===== config.mk =====
export PLATFORM = sky130hd
export DESIGN_NAME = stream_packer
export DESIGN_NICKNAME = d
export VERILOG_FILES = /design/src/rtl/stream_pkg.sv /design/src/rtl/stream_out_reg.sv /design/src/rtl/stream_packer.sv
export SDC_FILE = /design/constraint.sdc
export NUM_CORES = 1
export LEC_CHECK = 0
export CORE_ASPECT_RATIO = 0.6
export CORE_MARGIN = 3
export CORE_UTILIZATION = 55
export DETAILED_ROUTE_END_ITERATION = 12
export PLACE_DENSITY = 0.88
export RECOVER_POWER = 100
export SLEW_MARGIN = 20
export SYNTH_ARGS = -nofsm -noshare
export SYNTH_HDL_FRONTEND = slang
export SYNTH_SLANG_ARGS = --single-unit

===== constraint.sdc =====
create_clock -name i_clock -period 3.5 [get_ports i_clock]
set_input_delay 1.05 -clock i_clock [delete_from_list [all_inputs] [get_ports i_clock]]
set_output_delay 1.05 -clock i_clock [all_outputs]
set_load 0.02 [all_outputs]

===== src/rtl/stream_pkg.sv =====
// Shared definitions for the stream width-conversion blocks.
// Provides lane_mask() for keep generation and STREAM_RATIO_CHECK for
// elaboration-time rejection of a lane ratio below 2.
`ifndef STREAM_PKG_SV
`define STREAM_PKG_SV

// Stops elaboration when a packer is built with fewer than two lanes,
// where there would be nothing to pack.
`define STREAM_RATIO_CHECK(r) \
    if ((r) < 2) begin : g_ratio_check \
        $error("stream: RATIO must be >= 2"); \
    end

package stream_pkg;

    localparam int unsigned MAX_LANES = 32;

    // Keep vector with lanes 0..cnt set, limited to 'ratio' lanes.
    function automatic logic [MAX_LANES-1:0] lane_mask(input int unsigned cnt,
                                                       input int unsigned ratio);
        logic [MAX_LANES-1:0] m;
        m = '0;
        for (int unsigned k = 0; k < MAX_LANES; k++) begin
            if ((k <= cnt) && (k < ratio)) begin
                m[k] = 1'b1;
            end
        end
        return m;
    endfunction

endpackage

`endif


===== src/rtl/stream_out_reg.sv =====
// Output holding register for a packed word: data/keep/last/valid.
// Latency: a load is visible the cycle after the loading edge.
// Backpressure: word held stable while valid & !take; load overrides a same-edge pop.
//
// Ports:
//   clk, rst_n        clock, async active-low reset
//   load, load_data,  capture a new word (wins over pop on the same edge)
//   load_keep, load_last
//   take              downstream accepts the word when valid
//   data, keep, last, valid   registered word presented downstream
module stream_out_reg #(
    parameter int DW = 32,
    parameter int KW = 4
) (
    input  logic          clk,
    input  logic          rst_n,
    input  logic          load,
    input  logic [DW-1:0] load_data,
    input  logic [KW-1:0] load_keep,
    input  logic          load_last,
    input  logic          take,
    output logic [DW-1:0] data,
    output logic [KW-1:0] keep,
    output logic          last,
    output logic          valid
);

    always_ff @(posedge clk or negedge rst_n) begin
        if (!rst_n) begin
            data  <= '0;
            keep  <= '0;
            last  <= 1'b0;
            valid <= 1'b0;
        end else if (load) begin
            // Also covers load-while-popping: new word replaces the old, no bubble.
            data  <= load_data;
            keep  <= load_keep;
            last  <= load_last;
            valid <= 1'b1;
        end else if (valid && take) begin
            valid <= 1'b0;
        end
    end

endmodule


===== src/rtl/stream_packer.sv =====
// Packs RATIO consecutive DWIDTH beats into one word, little-endian lane fill.
// Latency: word valid the cycle after its completing beat is accepted.
// Backpressure: only the completing beat stalls, while a word is pending and i_data_ready is low.
//
// Ports:
//   i_clock, i_reset_n                       clock, async active-low reset
//   i_data, i_data_valid, i_data_last        narrow input beat (last flushes early)
//   o_data_ready                             input beat accepted this cycle
//   o_data, o_data_keep, o_data_last         packed word, per-lane keep, early-close flag
//   o_data_valid, i_data_ready               output handshake
module stream_packer
    import stream_pkg::*;
#(
    parameter int DWIDTH = 8,
    parameter int RATIO  = 4
) (
    input  logic                    i_clock,
    input  logic                    i_reset_n,
    input  logic [DWIDTH-1:0]       i_data,
    input  logic                    i_data_valid,
    input  logic                    i_data_last,
    output logic                    o_data_ready,
    output logic [DWIDTH*RATIO-1:0] o_data,
    output logic [RATIO-1:0]        o_data_keep,
    output logic                    o_data_last,
    output logic                    o_data_valid,
    input  logic                    i_data_ready
);

    `STREAM_RATIO_CHECK(RATIO)

    localparam int            CW        = $clog2(RATIO);
    localparam int            WW        = DWIDTH * RATIO;
    localparam logic [CW-1:0] LAST_LANE = CW'(RATIO - 1);

    logic [CW-1:0]              cnt;
    // Only lanes 0..RATIO-2 are stored; the top lane always comes straight from i_data.
    logic [DWIDTH*(RATIO-1)-1:0] acc;

    logic          would_complete;
    logic          accept;
    logic          load;
    logic [WW-1:0] word;
    logic [RATIO-1:0] keep_next;

    assign would_complete = (cnt == LAST_LANE) || i_data_last;

    // i_data_ready only matters when this beat would have to land in the output register.
    assign o_data_ready = !would_complete || !o_data_valid || i_data_ready;
    assign accept       = i_data_valid && o_data_ready;
    assign load         = accept && would_complete;

    // acc lanes at and above cnt are always zero (cleared on every completion and
    // on reset), so overlaying the new beat at lane cnt gives zeroed upper lanes.
    always_comb begin
        word = {{DWIDTH{1'b0}}, acc};
        word[cnt*DWIDTH +: DWIDTH] = i_data;
    end

    assign keep_next = RATIO'(lane_mask(32'(cnt), RATIO));

    always_ff @(posedge i_clock or negedge i_reset_n) begin
        if (!i_reset_n) begin
            cnt <= '0;
            acc <= '0;
        end else if (accept) begin
            if (would_complete) begin
                cnt <= '0;
                acc <= '0;
            end else begin
                acc[cnt*DWIDTH +: DWIDTH] <= i_data;
                cnt                       <= cnt + CW'(1);
            end
        end
    end

    stream_out_reg #(
        .DW (WW),
        .KW (RATIO)
    ) u_out_reg (
        .clk       (i_clock),
        .rst_n     (i_reset_n),
        .load      (load),
        .load_data (word),
        .load_keep (keep_next),
        .load_last (i_data_last),
        .take      (i_data_ready),
        .data      (o_data),
        .keep      (o_data_keep),
        .last      (o_data_last),
        .valid     (o_data_valid)
    );

endmodule


==> results of run 1 <==
[cells in the mapped netlist]
cell type	count
a21bo_2	2
o21ai_0	2
nand3_1	2
or2_1	1
buf_2	8
a32o_1	23
and4_1	1
and4bb_2	2
and3_1	1
and2b_1	12
a21oi_1	47
buf_4	4
nor4bb_1	1
mux2i_1	1
nor2b_1	11
o211ai_2	2
buf_6	5
nand2_1	4
nor3b_1	1
clkbuf_1	6
nand2b_1	4
dfrtp_1	64
ha_1	6
nand3b_1	1
and4b_1	1
nand3_4	1
nor2_1	2
nor3b_4	1
a31oi_4	1
or3_1	2
a22o_1	8
a31oi_1	26
o21a_1	1
clkbuf_2	2
inv_1	3
o2bb2ai_1	1
[worst paths after layout]
| check | slack (ps) | depth (start not counted) | from | to |
|---|---|---|---|---|
| setup / recovery | 70 | 4 | i_data_last | o_data_ready |
| hold / removal | 460 | 1 | u_out_reg.keep[0] | u_out_reg.keep[0] |
| setup reg to reg | 1020 | 6 | cnt[0] | u_out_reg.data[6] |
| hold reg to reg | 460 | 1 | u_out_reg.keep[0] | u_out_reg.keep[0] |
| max in group asynchronous | 1000 | 2 | i_reset_n | acc[5] |
| min in group asynchronous | 1130 | 2 | i_reset_n | u_out_reg.data[6] |
[critical path: cells and delay by family]
kind          cells  cell delay (ps)
buf+inv           2             1020
simple gates      2              320
[kinds of logic (layout without fill, tap and decap cells)]
family,Yosys count,in the layout,synth area share [%]
and+or+nand+nor,48,48,11.58
AOI/OAI and AO/OA,113,113,26.41
DFF,64,64,53.49
buffers and inverters,28,80,5.683
muxes,1,1,0.3343
adders and majority gates,6,6,2.507
[registers in the layout, summed over array words and instances (netlist names)]
signal / flops
u_out_reg.data: 32
acc: 24
u_out_reg.keep: 4
u_out_reg.last: 1
cnt: 2
u_out_reg.valid: 1
[power breakdown]
| part | total [mW] | leakage, nW | switching [mW] | internal [mW] |
|---|---|---|---|---|
| Sequential | 0.905 | 0.825 | 0.0589 | 0.846 |
| Clock | 0.697 | 0.108 | 0.276 | 0.420 |
| Combinational | 0.624 | 0.682 | 0.371 | 0.253 |
| Total | 2.23 | 1.61 | 0.706 | 1.52 |
[layer usage]
metal | vias to the layer above | routed length, um
li1 | 1080 | -
met2 | 112 | 3387
met1 | 1205 | 3467
met4 | 0 | 35
met3 | 9 | 571
met5 | - | 0
[placed cells by master (no fill, tap or decap), types with 2 or more instances in the layout]
cell / Yosys / layout
o21ai_0: 2 / 2
o211ai_2: 2 / 2
bufinv_16: 0 / 2
nor3b_1: 1 / 2
a21bo_2: 2 / 2
nor2b_1: 11 / 11
a21oi_1: 47 / 47
nand3_1: 2 / 3
a22o_1: 8 / 8
nand2b_1: 4 / 4
a31oi_1: 26 / 27
clkbuf_1: 6 / 8
clkdlybuf4s50_1: 0 / 11
buf_4: 4 / 3
ha_1: 6 / 6
or3_1: 2 / 2
clkbuf_8: 0 / 10
nor2_1: 2 / 2
dfrtp_1: 64 / 64
a32o_1: 23 / 23
and2b_1: 12 / 12
inv_1: 3 / 3
dlygate4sd3_1: 0 / 39
clkbuf_2: 2 / 2
nand2_1: 4 / 4
and4bb_2: 2 / 2
[cell type report]
type	count	area, sq um	area share, %
timing repair buffer	61	556.8	15.23
clock buffer	13	148.9	4.073
sequential	64	1602	43.81
multi-input combinational	168	1190	32.55
clock inverter	3	65.06	1.780
inverter	3	11.26	0.3080
tap	66	82.58	2.259
[through the flow]
stage / instance area, sq um / setup slack (ps)
5_1_grt: 3656 / 4.377
3_5_place_dp: 3505 / 67.91
2_1_floorplan: 2994 / 630.0
6_report: 3656 / 68.07
4_1_cts: 3719 / 51.38
3_3_place_gp: 3505 / 101.5
==> metrics.md, run 1 <==
| Metric | Value |
|---|---|
| Yosys top cell by area | `dfrtp_1` |
| Finished Core Util | `just over 70%` |
| GRT Total Usage | `25.45%` |
| Top-area cell type share of the netlist area | `53.49%` |
| Clk buf depth | `2` |
| Worst path required time | `about 2500 ps` |
| Post_cts resized | `0` |
| Clock slew at reported path FFs | `60 ps` |
| Die width | `101.3 um` |
| Slowest cell on the critical path | `clkdlybuf4s50_1` |
| Die H | `63.15 um` |
| DR pass1 iterations | `5` |
| Initial Util | `between 50% and 60%` |
| Ports | `52` |
| Synth warnings | `0` |
| Met1 GRT Util | `36.84%` |
| Unrepaired setup endpoints after global routing | `false` |
| Crit. End Element | `output port` |
| Worst Hold Class | `register to register` |
| Final Hold Viols | `0` |
| Post-layout nets | `326` |
| Busiest grt layer | `met2` |
| Crit path launch type | `primary input` |
| Syn Inst Count | `260` |
| Die ar. | `6394 sq um` |
| Via density | `~6.4` |
| Initial antenna violation count | `0` |
| Final Wtd Congestion | `between 0.8 and 0.9` |
| Post-route ant nets | `0` |
| Pin count of the biggest net entering global routing | `38` |
| Root Buffer | `clkbuf_8` |
| # diodes | `0` |
| First-pass GRT wire length | `12.61 mm` |
| DRC Markers | `0` |
| Most Frequent Cell on Critical Path | `clkdlybuf4s50_1` |
| TritonCTS sink count | `64` |
| TNS Setup | `0 ps` |
| Seq/Total Area, Yosys | `53.49%` |
| Met2 Usage GRT | `37.05%` |
| Slew HR | `-31.98%` |
| Setup CP Type | `primary input to output port` |
| Post-Route WL | `7.461 mm` |
| CTS tree | `done` |
| Maximum VDD drop | `0.0002946 V` |
| Hold Buf Count CTS | `0` |
| Worst Skew | `7.560 ps` |
| Vias | `about 2400` |
| Placed Cells incl. Taps | `362` |
| Share of cells above drive strength 1 | `between 8 and 9%` |
| # rows | `20` |
| CORE AREA | `5155 sq um` |
| Mapped Avg Cell Area | `~12 sq um` |
| Setup Viol. Count Final | `0` |
| Syn Nets | `279` |
| Static leakage power | `1.614 nW` |
| Port Buffer Count | `51` |
| Top cells by area, synth | `dfrtp_1 53%, a21oi_1 7.9%, a32o_1 7.7%` |
| CTS Buf Count | `9` |
| Routed wire length per instance | `19.74 um` |
| Final cell count without fillers | `between 300 and 400` |
| GR Util met3 | `7.965%` |
| Fmax | `291.4 MHz` |
| DP Wirelength | `4.767 mm` |
| Max stage delay on crit path | `600 ps` |
| Post-synthesis cell type count | `36` |
| Post-CTS Setup Inserts | `0` |
| Number of max-cap violations | `1` |
| Filler Cell Count | `~380` |
| Tmin final | `3432 ps` |
| Skew-Pair Late Insertion Delay | `340 ps` |
| Slew Limit Fails | `38` |
| Area delta synth->final | `22.11%` |
| Fin Hold WS | `462.4 ps` |
| FF+latch count, synth | `64` |
| Total gr overflow | `0` |
| Worst path cell trace | `clkdlybuf4s50_1 -> or2_1 -> nand2b_1 -> clkdlybuf4s50_1` |
| Pwr/cell area | `608.7 nW/um^2` |
| H-tree depth | `3` |
| Final period util | `between 90% and 100%` |
| Measured slew at the worst slew-check pin | `roughly 2000 ps` |
| Failing checks | `capacitance limit, slew limit` |
| Status | `finished, violations left` |
| Vias in the first global route | `2444` |
| Syn Std Cell Area | `2994 sq um` |
| Iteration-0 DRC Markers | `240` |
| Crit path max fanout | `2` |
| WP data arrival | `2380 ps` |
| Final Total Pwr | `2.226 mW` |
Power figures use the tool's default switching activity.
==> inputs of run 2 (changes only) <==
- GPL_ROUTABILITY_DRIVEN: default -> 0
- MAX_ROUTING_LAYER: default -> met4
- REMOVE_ABC_BUFFERS: default -> 1
==> metrics.md, run 2 (same netlist as run 1, synthesis figures left out) <==
| Metric | Value |
|---|---|
| Crit. End Element | `output port` |
| Die width | `101.3 um` |
| # diodes | `0` |
| Post-route ant nets | `0` |
| Worst path required time | `2450 ps` |
| # rows | `20` |
| DP Wirelength | `4.910 mm` |
| Vias | `between 2000 and 2500` |
| Port Buffer Count | `51` |
| Number of max-cap violations | `1` |
| Biggest regs | `u_out_reg.data: 32 flops, acc: 24 flops, u_out_reg.keep: 4 flops` |
| R2R Path End | `u_out_reg.data[14]` |
| Worst reg-to-reg setup slack | `840 ps` |
| Tmin final | `3262 ps` |
| Post-CTS Setup Inserts | `0` |
| Final Total Pwr | `2.072 mW` |
| Filler Cell Count | `395` |
| DRC Markers | `0` |
| Iteration-0 DRC Markers | `227` |
| Commonest non-fill, non-tap cell in the layout | `dfrtp_1` |
| Finished Core Util | `between 70 and 80%` |
| Largest Register | `u_out_reg.data` |
| Area delta synth->final | `21.10%` |
| Clk buf depth | `2` |
| Worst flop-to-flop path startpoint | `cnt[0]` |
| Sw Share | `33.73%` |
| Ports | `between 50 and 60` |
| Hold Path End | `u_out_reg.keep[0]` |
| Worst Hold Class | `register to register` |
| Setup WS post-layout | `around 240 ps` |
| Unrepaired setup endpoints after global routing | `false` |
| Most frequent cells in the layout | `64 x dfrtp_1, 47 x a21oi_1, 39 x dlygate4sd3_1` |
| Final Hold Viols | `0` |
| Post-Route WL | `7.461 mm` |
| First-pass GRT wire length | `12.76 mm` |
| Post_cts resized | `1` |
| Internal cell power | `1.373 mW` |
| Initial Util | `58.08%` |
| Worst hold start | `u_out_reg.keep[0]` |
| Skew-Pair Late Insertion Delay | `340 ps` |
| FF-to-FF path depth | `6` |
| Die H | `63.15 um` |
| Setup Viol. Count Final | `0` |
| Setup CP Type | `primary input to output port` |
| Crit path max fanout | `2` |
| CTS tree | `done` |
| Status | `finished, violations left` |
| Share of cells above drive strength 1 | `9.585%` |
| Pwr/cell area | `around 570 nW/um^2` |
| CORE AREA | `5155 sq um` |
| Root Buffer | `clkbuf_8` |
| Initial antenna violation count | `0` |
| CTS Buf Count | `9` |
| Dpl ws | `-26.87 ps` |
| Measured slew at the worst slew-check pin | `1558 ps` |
| Via density | `approximately 6.4` |
| TritonCTS sink count | `64` |
| Static leakage power | `approximately 1.6 nW` |
| Maximum VDD drop | `0.0003287 V` |
| Final period util | `93.20%` |
| Vias in the first global route | `2504` |
| Comb pwr share | `30.1%` |
| Clock slew at reported path FFs | `70 ps` |
| Hold Buf Count CTS | `0` |
| Routed wire length per instance | `between 15 and 20 um` |
| Largest register FFs | `32` |
| Total gr overflow | `0` |
| Share of power burned in registers | `43.8%` |
| Sw power | `0.6988 mW` |
| H-tree depth | `3` |
| Slew Limit Fails | `65` |
| Fmax | `306.6 MHz` |
| WP data arrival | `roughly 2200 ps` |
| Hold depth | `1` |
| Die ar. | `6394 sq um` |
| Worst Skew | `5.771 ps` |
| Crit path launch type | `primary input` |
| Failing checks | `capacitance limit, slew limit` |
| Slew HR | `-3.869%` |
| GRT Total Usage | `26.59%` |
| Pin count of the biggest net entering global routing | `65` |
| Post-layout nets | `327` |
| DR pass1 iterations | `4` |
| Clock power share | `between 20% and 30%` |
run 2: changes by cell type in the layout (fill, tap and decap cells not counted), sizes merged:
cell and change:
buf +4, bufinv -2, clkbuf -4, clkdlybuf4s50 -1, clkinv +3, dlygate4sd2 +1
run 2: critical path, cell delays in order:
cell and delay [ps]:
clkdlybuf4s50_1 450, or2_1 290, nand2b_1 90, dlygate4sd2_1 330
run 2: routing by layer:
layer | track usage, % | share of wire, %
met3 | 8.518 | 9.2
met2 | 37.54 | 46
met5 | - | 0
met1 | 37.50 | 44
met4 | 6.468 | 1.2
run 2: layout make-up:
cell class | instances | area, sq um | share of cell area [%]
sequential | 64 | 1602 | 44.17
tap | 66 | 82.58 | 2.277
multi-input combinational | 168 | 1191 | 32.85
clock buffer | 12 | 145.1 | 4.003
inverter | 3 | 11.26 | 0.3106
clock inverter | 4 | 20.02 | 0.5521
timing repair buffer | 62 | 574.3 | 15.84
run 2: power groups by stage:
stage	clock network, mW	registers [mW]	logic [mW]
6_report	0.541	0.907	0.625
3_5_place_dp	0	0.923	0.662
2_1_floorplan	0	1.02	0.241
5_1_grt	0.588	0.923	0.677
3_3_place_gp	0	0.917	0.646
4_1_cts	0.554	0.911	0.667
run 2: stage by stage:
stage / TNS (ps) / area (sq um) / hold slack, ps / instances
finish: 0 / 3626 / 470.4 / 379
CTS: 0 / 3676 / 484.6 / 379
global route: 0 / 3626 / 505.2 / 379
floorplan: 0 / 2835 / 457.2 / 235
detailed placement: -26.87 / 3512 / 467.8 / 363
global placement: -1.541 / 3512 / 450.4 / 363
run 2: worst max path at each step:
stage / start / endpoint / slack, ps / depth (start not counted)
global placement: i_data_last / o_data_ready / -2 / 4
floorplan: i_data_ready / o_data_ready / 300 / 2
detailed placement: i_data_last / o_data_ready / -30 / 4
CTS: i_data_last / o_data_ready / 250 / 4
finish: i_data_last / o_data_ready / 240 / 4
global route: i_data_ready / u_out_reg.data[2] / 190 / 6
==> inputs of run 3 (changes only) <==
- DONT_BUFFER_PORTS: default -> 1
- PLACE_DENSITY: 0.88 -> 0.75
- SYNTH_HIERARCHICAL: default -> 1
==> metrics.md, run 3 <==
| Metric | Value |
|---|---|
| Status | `finished clean` |
| Initial Util | `60.72%` |
| Crit path max fanout | `5` |
| Mapped Avg Cell Area | `13.33 sq um` |
| Most frequent cells in the layout | `64 x dfrtp_1, 38 x a22o_1, 19 x mux2_1` |
| Seq/Total Area, Yosys | `54.12%` |
| Root Buffer | `clkbuf_8` |
| Post-route cell area | `around 3100 sq um` |
| Static leakage power | `1.552 nW` |
| Post-CTS Setup Inserts | `0` |
| Largest Register | `u_out_reg/data` |
| TritonCTS sink count | `64` |
| Skew-Pair Late Insertion Delay | `340 ps` |
| Worst Skew | `between 7 and 8 ps` |
| Number of max-cap violations | `0` |
| Top cells by area, synth | `dfrtp_1 54%, a22o_1 11%, mux2_4 9.6%` |
| CTS Buf Count | `9` |
| DRC Markers | `0` |
| Slowest cell on the critical path | `or2_0` |
| Measured slew at the worst slew-check pin | `757.8 ps` |
| Final Hold Viols | `0` |
| Die ar. | `approximately 6300 sq um` |
| DP Area | `2994 sq um` |
| Hold Buf Count CTS | `0` |
| DR pass1 iterations | `4` |
| Setup CP Type | `primary input to output port` |
| Port Buffer Count | `0` |
| Final Total Pwr | `roughly 1.9 mW` |
| Most common library cells after synthesis | `64 x dfrtp_1, 38 x a22o_1, 19 x mux2_4, 18 x mux2_2, 11 x inv_1` |
| Number of synthesized flops with an enable pin | `0` |
| Maximum VDD drop | `0.0004306 V` |
| Clk buf depth | `2` |
| Area delta synth->final | `5.708%` |
| Crit. End Element | `output port` |
| CORE AREA | `slightly below 5000 sq um` |
| Total gr overflow | `0` |
| Clock slew at reported path FFs | `70 ps` |
| Main synth FF type | `dfrtp_1` |
| Vias | `1860` |
| CP top delay family | `simple AND/OR/NAND/NOR gates` |
| Ys async rst share | `100.0%` |
| Worst path cell trace | `nand2b_1 -> or2_0` |
| Die width | `100.7 um` |
| Vias in the first global route | `1965` |
| WP data arrival | `1590 ps` |
| Max stage delay on crit path | `approximately 350 ps` |
| Routed wire length per instance | `22.13 um` |
| Post_cts resized | `0` |
| Slew HR | `between 40% and 50%` |
| Commonest non-fill, non-tap cell in the layout | `dfrtp_1` |
| Post-route ant nets | `0` |
| # rows | `19` |
| # diodes | `0` |
| Final period util | `75.46%` |
| Post-layout nets | `243` |
| Slew Limit Fails | `0` |
| Synth warnings | `6` |
| Pwr/cell area | `~610 nW/um^2` |
| Iteration-0 DRC Markers | `165` |
| Post-Route WL | `~6.5 mm` |
| FF+latch count, synth | `64` |
| Initial antenna violation count | `0` |
| Die H | `around 63 um` |
| Share of cells above drive strength 1 | `approximately 16%` |
| Largest register FFs | `32` |
| Top-area cell type share of the netlist area | `54.12%` |
| Biggest regs | `u_out_reg/data: 32 flops, acc: 24 flops, u_out_reg/keep: 4 flops` |
| Buffers and inverters on the worst path | `0` |
| GRT Total Usage | `22.72%` |
| H-tree depth | `3` |
| First-pass GRT wire length | `10.56 mm` |
| Unrepaired setup endpoints after global routing | `false` |
| Fmax | `378.6 MHz` |
| Worst reg-to-reg setup slack | `approximately 960 ps` |
| Via density | `approximately 6.4` |
| Worst Hold Class | `primary input to async pin` |
| Post-synthesis cell type count | `32` |
| Ports | `52` |
| Crit path launch type | `primary input` |
| Worst path required time | `2450 ps` |
| Cell with the most instances after synthesis | `dfrtp_1` |
| Setup Viol. Count Final | `0` |
| DP Wirelength | `4.302 mm` |
| CTS tree | `done` |
| Pin count of the biggest net entering global routing | `between 60 and 70` |
| Tmin final | `about 2600 ps` |
| Yosys top cell by area | `dfrtp_1` |
| Syn Std Cell Area | `2959 sq um` |
| Syn Inst Count | `222` |
run 3: cell type report:
type	instances	area (sq um)
clock buffers	13	148.9
clock inverters	3	65.06
fillers	350	1745
inverters	13	48.80
multi-input cells	133	1154
flip-flops and latches	64	1602
well taps	63	78.83
repair buffers	3	31.28
run 3: final timing paths:
kind	to	start	depth (start not counted)
setup / recovery	o_data_ready	i_data_ready	2
hold / removal	u_out_reg/data[23]	i_reset_n	0
setup reg to reg	u_out_reg/data[2]	cnt[0]	7
hold reg to reg	acc[5]	acc[5]	1
max in group asynchronous	acc[20]	i_reset_n	0
min in group i_clock	acc[5]	acc[5]	1
run 3: layer usage:
layer	GRT usage (%)	vias to the layer above	share of wire, %
li1	-	817	-
met1	29.03	964	44
met2	32.13	69	47
met3	10.03	10	7.5
met4	7.899	0	1.6
met5	-	-	0
run 3: where the power goes:
part / internal, mW / switching, mW
Combinational: 0.120 / 0.141
Sequential: 0.814 / 0.125
Clock: 0.421 / 0.275
run 3: through the flow:
step / worst slack (ps) / setup TNS [ps] / hold WS [ps] / std cells / util, %
after floorplan: -764.5 / -26620 / 466.0 / 210 / -
after global placement: 859.3 / 0 / 483.8 / 276 / 61.44
after detailed placement: 773.6 / 0 / 483.8 / 276 / 61.44
after CTS: 867.0 / 0 / 382.1 / 292 / 65.83
after global routing: 803.3 / 0 / 371.0 / 292 / 64.18
final: 858.8 / 0 / 398.5 / 292 / 64.18
run 3: kinds of logic (layout without fill, tap and decap cells):
family          Yosys count  count (layout)  synth area share (%)
compound gates           55              55                 15.14
fa+ha+maj                 6               6                 2.537
buf+inv                  25              32                 4.566
flops                    64              64                 54.12
mux                      37              37                 16.49
other cells               1               1                0.1267
simple gates             34              34                 7.019
